==> src/rtl/multicyc_exec_ctrl.sv <==
// HI/LO multiply/divide sequencer. Multiplies finish after MUL_CYCLES, divides after 35 cycles (2 for trivial divides with MULTICYC_DIV_FASTPATH_EN).
// The result is held in DONE until resp_ack so EX stalls; flush aborts from any state.
package multicyc_exec_pkg;
  typedef enum logic [3:0] {
    OP_NOP, OP_MULT, OP_MULTU, OP_MADD, OP_MADDU,
    OP_MSUB, OP_MSUBU, OP_MUL, OP_DIV, OP_DIVU
  } mc_op_e;

  typedef struct packed {
    mc_op_e      op;
    logic        is_multicyc;
    logic [63:0] hilo;
    logic [31:0] reg0;
    logic [31:0] reg1;
  } multicyc_req_t;

  typedef struct packed {
    logic        ready;
    logic        valid;
    logic [63:0] hilo;
  } multicyc_resp_t;
endpackage

module multicyc_exec_ctrl
  import multicyc_exec_pkg::*;
#(
  parameter int MUL_CYCLES = 3,
  parameter int DIV_ITERS  = 32
) (
  input  logic           clk,
  input  logic           rst_n,
  input  logic           flush,
  input  multicyc_req_t  req,
  input  logic           resp_ack,
  output multicyc_resp_t resp,
  output logic           busy
);

  typedef enum logic [2:0] {
    ST_IDLE, ST_MUL, ST_DIV_PREP, ST_DIV_ITER, ST_DIV_FIX, ST_DONE
  } state_e;

  localparam logic [7:0] MUL_LAST = 8'(MUL_CYCLES - 2);
  localparam logic [7:0] DIV_LAST = 8'(DIV_ITERS - 1);

  state_e      state_q, state_d;
  logic [7:0]  cnt_q, cnt_d;
  mc_op_e      op_q, op_d;
  logic [31:0] a_q, a_d, b_q, b_d;
  logic [63:0] hilo_q, hilo_d;
  logic [63:0] result_q, result_d;
  logic [31:0] quo_q, quo_d, rem_q, rem_d, dvs_q, dvs_d;
  logic        quo_neg_q, quo_neg_d, rem_neg_q, rem_neg_d;

  // Multiplier operands come straight from req in IDLE so MUL_CYCLES=1 can finish at T+1.
  mc_op_e      op_s;
  logic [31:0] a_s, b_s;
  logic [63:0] base_s, a_ext, b_ext, prod, mul_res;
  logic        mul_signed;

  always_comb begin
    op_s   = op_q;
    a_s    = a_q;
    b_s    = b_q;
    base_s = hilo_q;
    if (state_q == ST_IDLE) begin
      op_s   = req.op;
      a_s    = req.reg0;
      b_s    = req.reg1;
      base_s = req.hilo;
    end
    mul_signed = (op_s == OP_MULT) || (op_s == OP_MADD) ||
                 (op_s == OP_MSUB) || (op_s == OP_MUL);
    a_ext = mul_signed ? {{32{a_s[31]}}, a_s} : {32'b0, a_s};
    b_ext = mul_signed ? {{32{b_s[31]}}, b_s} : {32'b0, b_s};
    prod  = a_ext * b_ext;
    case (op_s)
      OP_MADD, OP_MADDU: mul_res = base_s + prod;
      OP_MSUB, OP_MSUBU: mul_res = base_s - prod;
      OP_MUL:            mul_res = {base_s[63:32], prod[31:0]};
      default:           mul_res = prod;
    endcase
  end

  logic        div_signed;
  logic [31:0] a_abs, b_abs, rem_nx, quo_nx, quo_fx, rem_fx;
  logic [32:0] rem_sh;
  logic        fits;

  always_comb begin
    div_signed = (op_q == OP_DIV);
    a_abs  = (div_signed && a_q[31]) ? (32'd0 - a_q) : a_q;
    b_abs  = (div_signed && b_q[31]) ? (32'd0 - b_q) : b_q;
    // Restoring step: shift the next dividend bit into the partial remainder.
    rem_sh = {rem_q, quo_q[31]};
    fits   = (rem_sh >= {1'b0, dvs_q});
    rem_nx = fits ? 32'(rem_sh - {1'b0, dvs_q}) : rem_sh[31:0];
    quo_nx = {quo_q[30:0], fits};
    quo_fx = quo_neg_q ? (32'd0 - quo_q) : quo_q;
    rem_fx = rem_neg_q ? (32'd0 - rem_q) : rem_q;
  end

  always_comb begin
    state_d   = state_q;
    cnt_d     = cnt_q;
    op_d      = op_q;
    a_d       = a_q;
    b_d       = b_q;
    hilo_d    = hilo_q;
    result_d  = result_q;
    quo_d     = quo_q;
    rem_d     = rem_q;
    dvs_d     = dvs_q;
    quo_neg_d = quo_neg_q;
    rem_neg_d = rem_neg_q;
    if (flush) begin
      state_d  = ST_IDLE;
      cnt_d    = '0;
      result_d = '0;
    end else begin
      case (state_q)
        ST_IDLE: begin
          if (req.is_multicyc) begin
            op_d   = req.op;
            a_d    = req.reg0;
            b_d    = req.reg1;
            hilo_d = req.hilo;
            cnt_d  = '0;
            case (req.op)
              OP_MULT, OP_MULTU, OP_MADD, OP_MADDU, OP_MSUB, OP_MSUBU, OP_MUL: begin
                if (MUL_CYCLES == 1) begin
                  state_d  = ST_DONE;
                  result_d = mul_res;
                end else begin
                  state_d = ST_MUL;
                end
              end
              OP_DIV, OP_DIVU: state_d = ST_DIV_PREP;
              default: begin
                state_d  = ST_DONE;
                result_d = req.hilo;
              end
            endcase
          end
        end
        ST_MUL: begin
          if (cnt_q == MUL_LAST) begin
            state_d  = ST_DONE;
            result_d = mul_res;
            cnt_d    = '0;
          end else begin
            cnt_d = cnt_q + 8'd1;
          end
        end
        ST_DIV_PREP: begin
          quo_d     = a_abs;
          rem_d     = '0;
          dvs_d     = b_abs;
          quo_neg_d = div_signed && (a_q[31] ^ b_q[31]);
          rem_neg_d = div_signed && a_q[31];
          cnt_d     = '0;
          state_d   = ST_DIV_ITER;
`ifdef MULTICYC_DIV_FASTPATH_EN
          if (b_q == 32'd0) begin
            state_d  = ST_DONE;
            result_d = {a_q, 32'hFFFF_FFFF};
          end else if (a_abs < b_abs) begin
            state_d  = ST_DONE;
            result_d = {a_q, 32'h0};
          end
`endif
        end
        ST_DIV_ITER: begin
          rem_d = rem_nx;
          quo_d = quo_nx;
          if (cnt_q == DIV_LAST) begin
            state_d = ST_DIV_FIX;
            cnt_d   = '0;
          end else begin
            cnt_d = cnt_q + 8'd1;
          end
        end
        ST_DIV_FIX: begin
          state_d  = ST_DONE;
          result_d = {rem_fx, quo_fx};
        end
        ST_DONE: begin
          // No accept here, so a request still held by EX is not restarted.
          if (resp_ack) begin
            state_d  = ST_IDLE;
            result_d = '0;
          end
        end
        default: state_d = ST_IDLE;
      endcase
    end
  end

  always_ff @(posedge clk or negedge rst_n) begin
    if (!rst_n) begin
      state_q   <= ST_IDLE;
      cnt_q     <= '0;
      op_q      <= OP_NOP;
      a_q       <= '0;
      b_q       <= '0;
      hilo_q    <= '0;
      result_q  <= '0;
      quo_q     <= '0;
      rem_q     <= '0;
      dvs_q     <= '0;
      quo_neg_q <= 1'b0;
      rem_neg_q <= 1'b0;
    end else begin
      state_q   <= state_d;
      cnt_q     <= cnt_d;
      op_q      <= op_d;
      a_q       <= a_d;
      b_q       <= b_d;
      hilo_q    <= hilo_d;
      result_q  <= result_d;
      quo_q     <= quo_d;
      rem_q     <= rem_d;
      dvs_q     <= dvs_d;
      quo_neg_q <= quo_neg_d;
      rem_neg_q <= rem_neg_d;
    end
  end

  always_comb begin
    resp.valid = (state_q == ST_DONE);
    resp.ready = (state_q == ST_DONE);
    resp.hilo  = result_q;
    busy       = (state_q != ST_IDLE);
  end

endmodule
==> config.mk <==
export PLATFORM = sky130hd
export DESIGN_NAME = multicyc_exec_ctrl
export DESIGN_NICKNAME = d
export VERILOG_FILES = /design/src/rtl/multicyc_exec_ctrl.sv
export SDC_FILE = /design/constraint.sdc
export NUM_CORES = 2
export LEC_CHECK = 0
export CORE_ASPECT_RATIO = 0.9
export CORE_MARGIN = 1.5
export CORE_UTILIZATION = 40
export CTS_CLUSTER_DIAMETER = 50
export CTS_CLUSTER_SIZE = 25
export DETAILED_ROUTE_END_ITERATION = 12
export PLACE_DENSITY = 0.67
export RECOVER_POWER = 25
export SYNTH_ARGS = -nofsm -noshare
export SYNTH_HDL_FRONTEND = slang
export SYNTH_SLANG_ARGS = --single-unit
==> constraint.sdc <==
create_clock -name clk -period 15.8 [get_ports clk]
set_clock_uncertainty 0.2 [all_clocks]
set_input_delay 3.95 -clock clk [delete_from_list [all_inputs] [get_ports clk]]
set_output_delay 3.95 -clock clk [all_outputs]
set_load 0.01 [all_outputs]
==> impl_results.md <==
* Outcome: complete, but fails checks
* Failing checks: max-capacitance violations, max-slew violations
* Die area at 183000 um2
* Number of global-route vias before repair at roughly 66k
* Register area share after synthesis at 10.6%
* CTS tree: done
* Ys Warns at 0
* Avg WL per Cell at around 23 um
* Cells after Synth at 8368
* CP startpoint: req[31]
* Initial DRC Count at 5821
* Syn Nets at 10.3k
* Drt first pass iters at 8
* Vias at roughly 64k
* Synth unique cells at 91
* Final Max Tran Viols at 198
* Setup TNS Final at 0 ns
* Hold crit path type: register to register
* Largest net degree at the start of global routing at 116
* Critical path type: input pin to register
* Synthesized flop and latch total at 305
* Clk sinks at just over 300
* Total track usage at 30.4%
* Clock-pin transition on the worst setup and hold timing paths at about 0.070 ns
* DR DRC count at 0
* Final Routed Wirelength at 281000 um
* Hold Buf Count CTS at 0
* Slowest-stage cell, CP: fa_2
* Die W at between 400 and 500 um
* Mapped Area at 72100 um2
* Hpwl dp at 239000 um
* Worst Setup Start Kind: input pin
* Worst-path maximum fanout at 13
* IO Count at around 200
* H-tree levels at 2
* Starting Density at 40.3%
* Setup violations, final at 0
* Area delta synth->final at 25.6%
* First-pass GRT wire length at 417000 um
* Reg2reg start: state_q[1]
* CP peak stage delay at 0.63 ns
* MaxCap Viol Count at 3
* Async set-reset flop share out of synthesis at 100%
* CP endpoint kind: register
* NumNets Final at about 12k
* HP Start: result_q[39]
* RSZ-0062 raised after global routing: true
* Mean Syn Cell Area at 8.61 um2
* Clock Path Buffers at 3
* Total CTS buffers at 38
* Leading cell type in the layout, fill and taps excluded: inv_1
* Vias/cell at 5.31
* Post-synth EDFFs at 0
* Slew @ Worst Pin at 4.84 ns
* Most common flop cell mapped by yosys: dfrtp_1
* Commonest non-fill, non-tap cells in the layout: inv_1 (1615), nand2_1 (1430), fa_1 (1373)
* Final worst-path cycle share at 98.8%
* Layout cells sized above 1 at 20.0%
* RD Place Congestion at 1.04
* Rel. slew slack at -222%
* Final critical-path required period at approximately 16 ns
* Initial antenna violation count at 7
* CTS Root Cell: clkbuf_16
* Area of the core at approximately 180000 um2
* Worst skew pair latency at 0.61 ns
* CP required at 16.13 ns
* FMAX at 64.1 MHz
* Worst EP arrival at 15.93 ns
* IO Port Bufs at 203
* Die outline height at roughly 400 um
* Final Hold Viols at 0
* Antenna-violating nets left at 0
* Overflow after GRT at 0
* Rows at 147
[final cells by class]
cell class,count,area (um2)
Clock buffer,45,1040
Antenna cell,2,5.00
Sequential cell,305,7630
Inverter,1642,6180
Timing Repair Buffer,1545,13900
Tap cell,2384,2980
Clock inverter,25,384
Multi-Input combinational cell,6045,58400
Fill cell,16800,88200
[kinds of logic (layout without fill, tap and decap cells)]
logic type,Yosys count,count (layout),share of synthesized area (%)
AOI/OAI and AO/OA,1132,1132,9.93
xor gates and xnor gates,354,354,4.31
DFF,305,305,10.6
muxes,217,217,3.24
and+or+nand+nor,2512,2512,14.8
adders and majority gates,1830,1830,46.6
buffers and inverters,2018,3257,10.5
other,0,2,0
[worst max-delay path, delay by kind of cell]
| kind | cells | cell delay (ns) |
|---|---|---|
| compound gates | 8 | 1.48 |
| xor+xnor | 1 | 0.18 |
| fa+ha+maj | 12 | 5.80 |
| buf+inv | 20 | 2.72 |
| simple gates | 10 | 1.78 |
[per-layer routing]
metal / GRT usage [%] / vias to the layer above / routed length, um
li1: - / 28400 / -
met1: 41.9 / 32100 / 119000
met2: 47.4 / 2678 / 123000
met3: 5.73 / 509 / 25700
met4: 11.4 / 4 / 13700
met5: 0 / - / 45
[Yosys cell counts (28+ instances only)]
cell      count  area [um2]
nor2_1      559        2100
nor3_1       67         335
and3_1       32         200
mux2_2      129        1450
o31ai_1      39         293
clkbuf_1    340        1280
a21o_1       99         743
fa_1       1426       28500
dfrtp_1     305        7630
a211oi_1     29         218
inv_1      1638        6150
xnor2_1     232        2030
xor2_1      121        1060
o21ai_0     379        1900
nand3_1      69         345
ha_1        404        5050
and2_1       66         413
a21oi_1     271        1360
nand4_1      30         188
mux2i_1      87         871
or3_1        35         219
a222oi_1     42         420
a31oi_1      30         188
nand2b_1     33         206
nor2b_1      28         175
nand2_1    1468        5510
[worst paths after layout]
path	to	slack (ns)	depth (start not counted)
worst max-delay path	result_q[63]	0.20	51
worst min-delay path	result_q[39]	0.28	2
worst max register to register	result_q[63]	2.30	50
worst min register to register	result_q[39]	0.28	2
max in group asynchronous	b_q[18]	4.87	4
min in group asynchronous	result_q[0]	4.91	1
[per-stage QoR]
stage               std cells  utilization [%]  setup slack, ns  cell area (um2)  hold slack, ns
floorplan                8368                -           0.0447            72100           0.280
global placement        11800             48.3            -1.25            86400           0.260
detailed placement      11800             48.3            -1.32            86400           0.267
CTS                     11900             49.5          -0.0280            88500           0.284
global route            12000             50.7           -0.189            90600           0.312
finish                  12000             50.7            0.196            90600           0.278
[registers in the layout, summed over array words and instances, names as in the netlist]
register	count
quo_neg_q	1
a_q	32
b_q	32
rem_neg_q	1
rem_q	32
result_q	64
dvs_q	32
state_q	3
hilo_q	64
quo_q	32
op_q	4
cnt_q	8
[timing repair]
item                       in CTS  in global routing
gates resized for setup       145                324
gates cloned                    1                 10
pin swaps                      71                174
setup buffers                  33                 70
setup endpoints to repair      19                 26
Power is left out: the tool's default activity adds up to more than one toggle a clock period on the data nets, which glitch-free logic cannot reach.
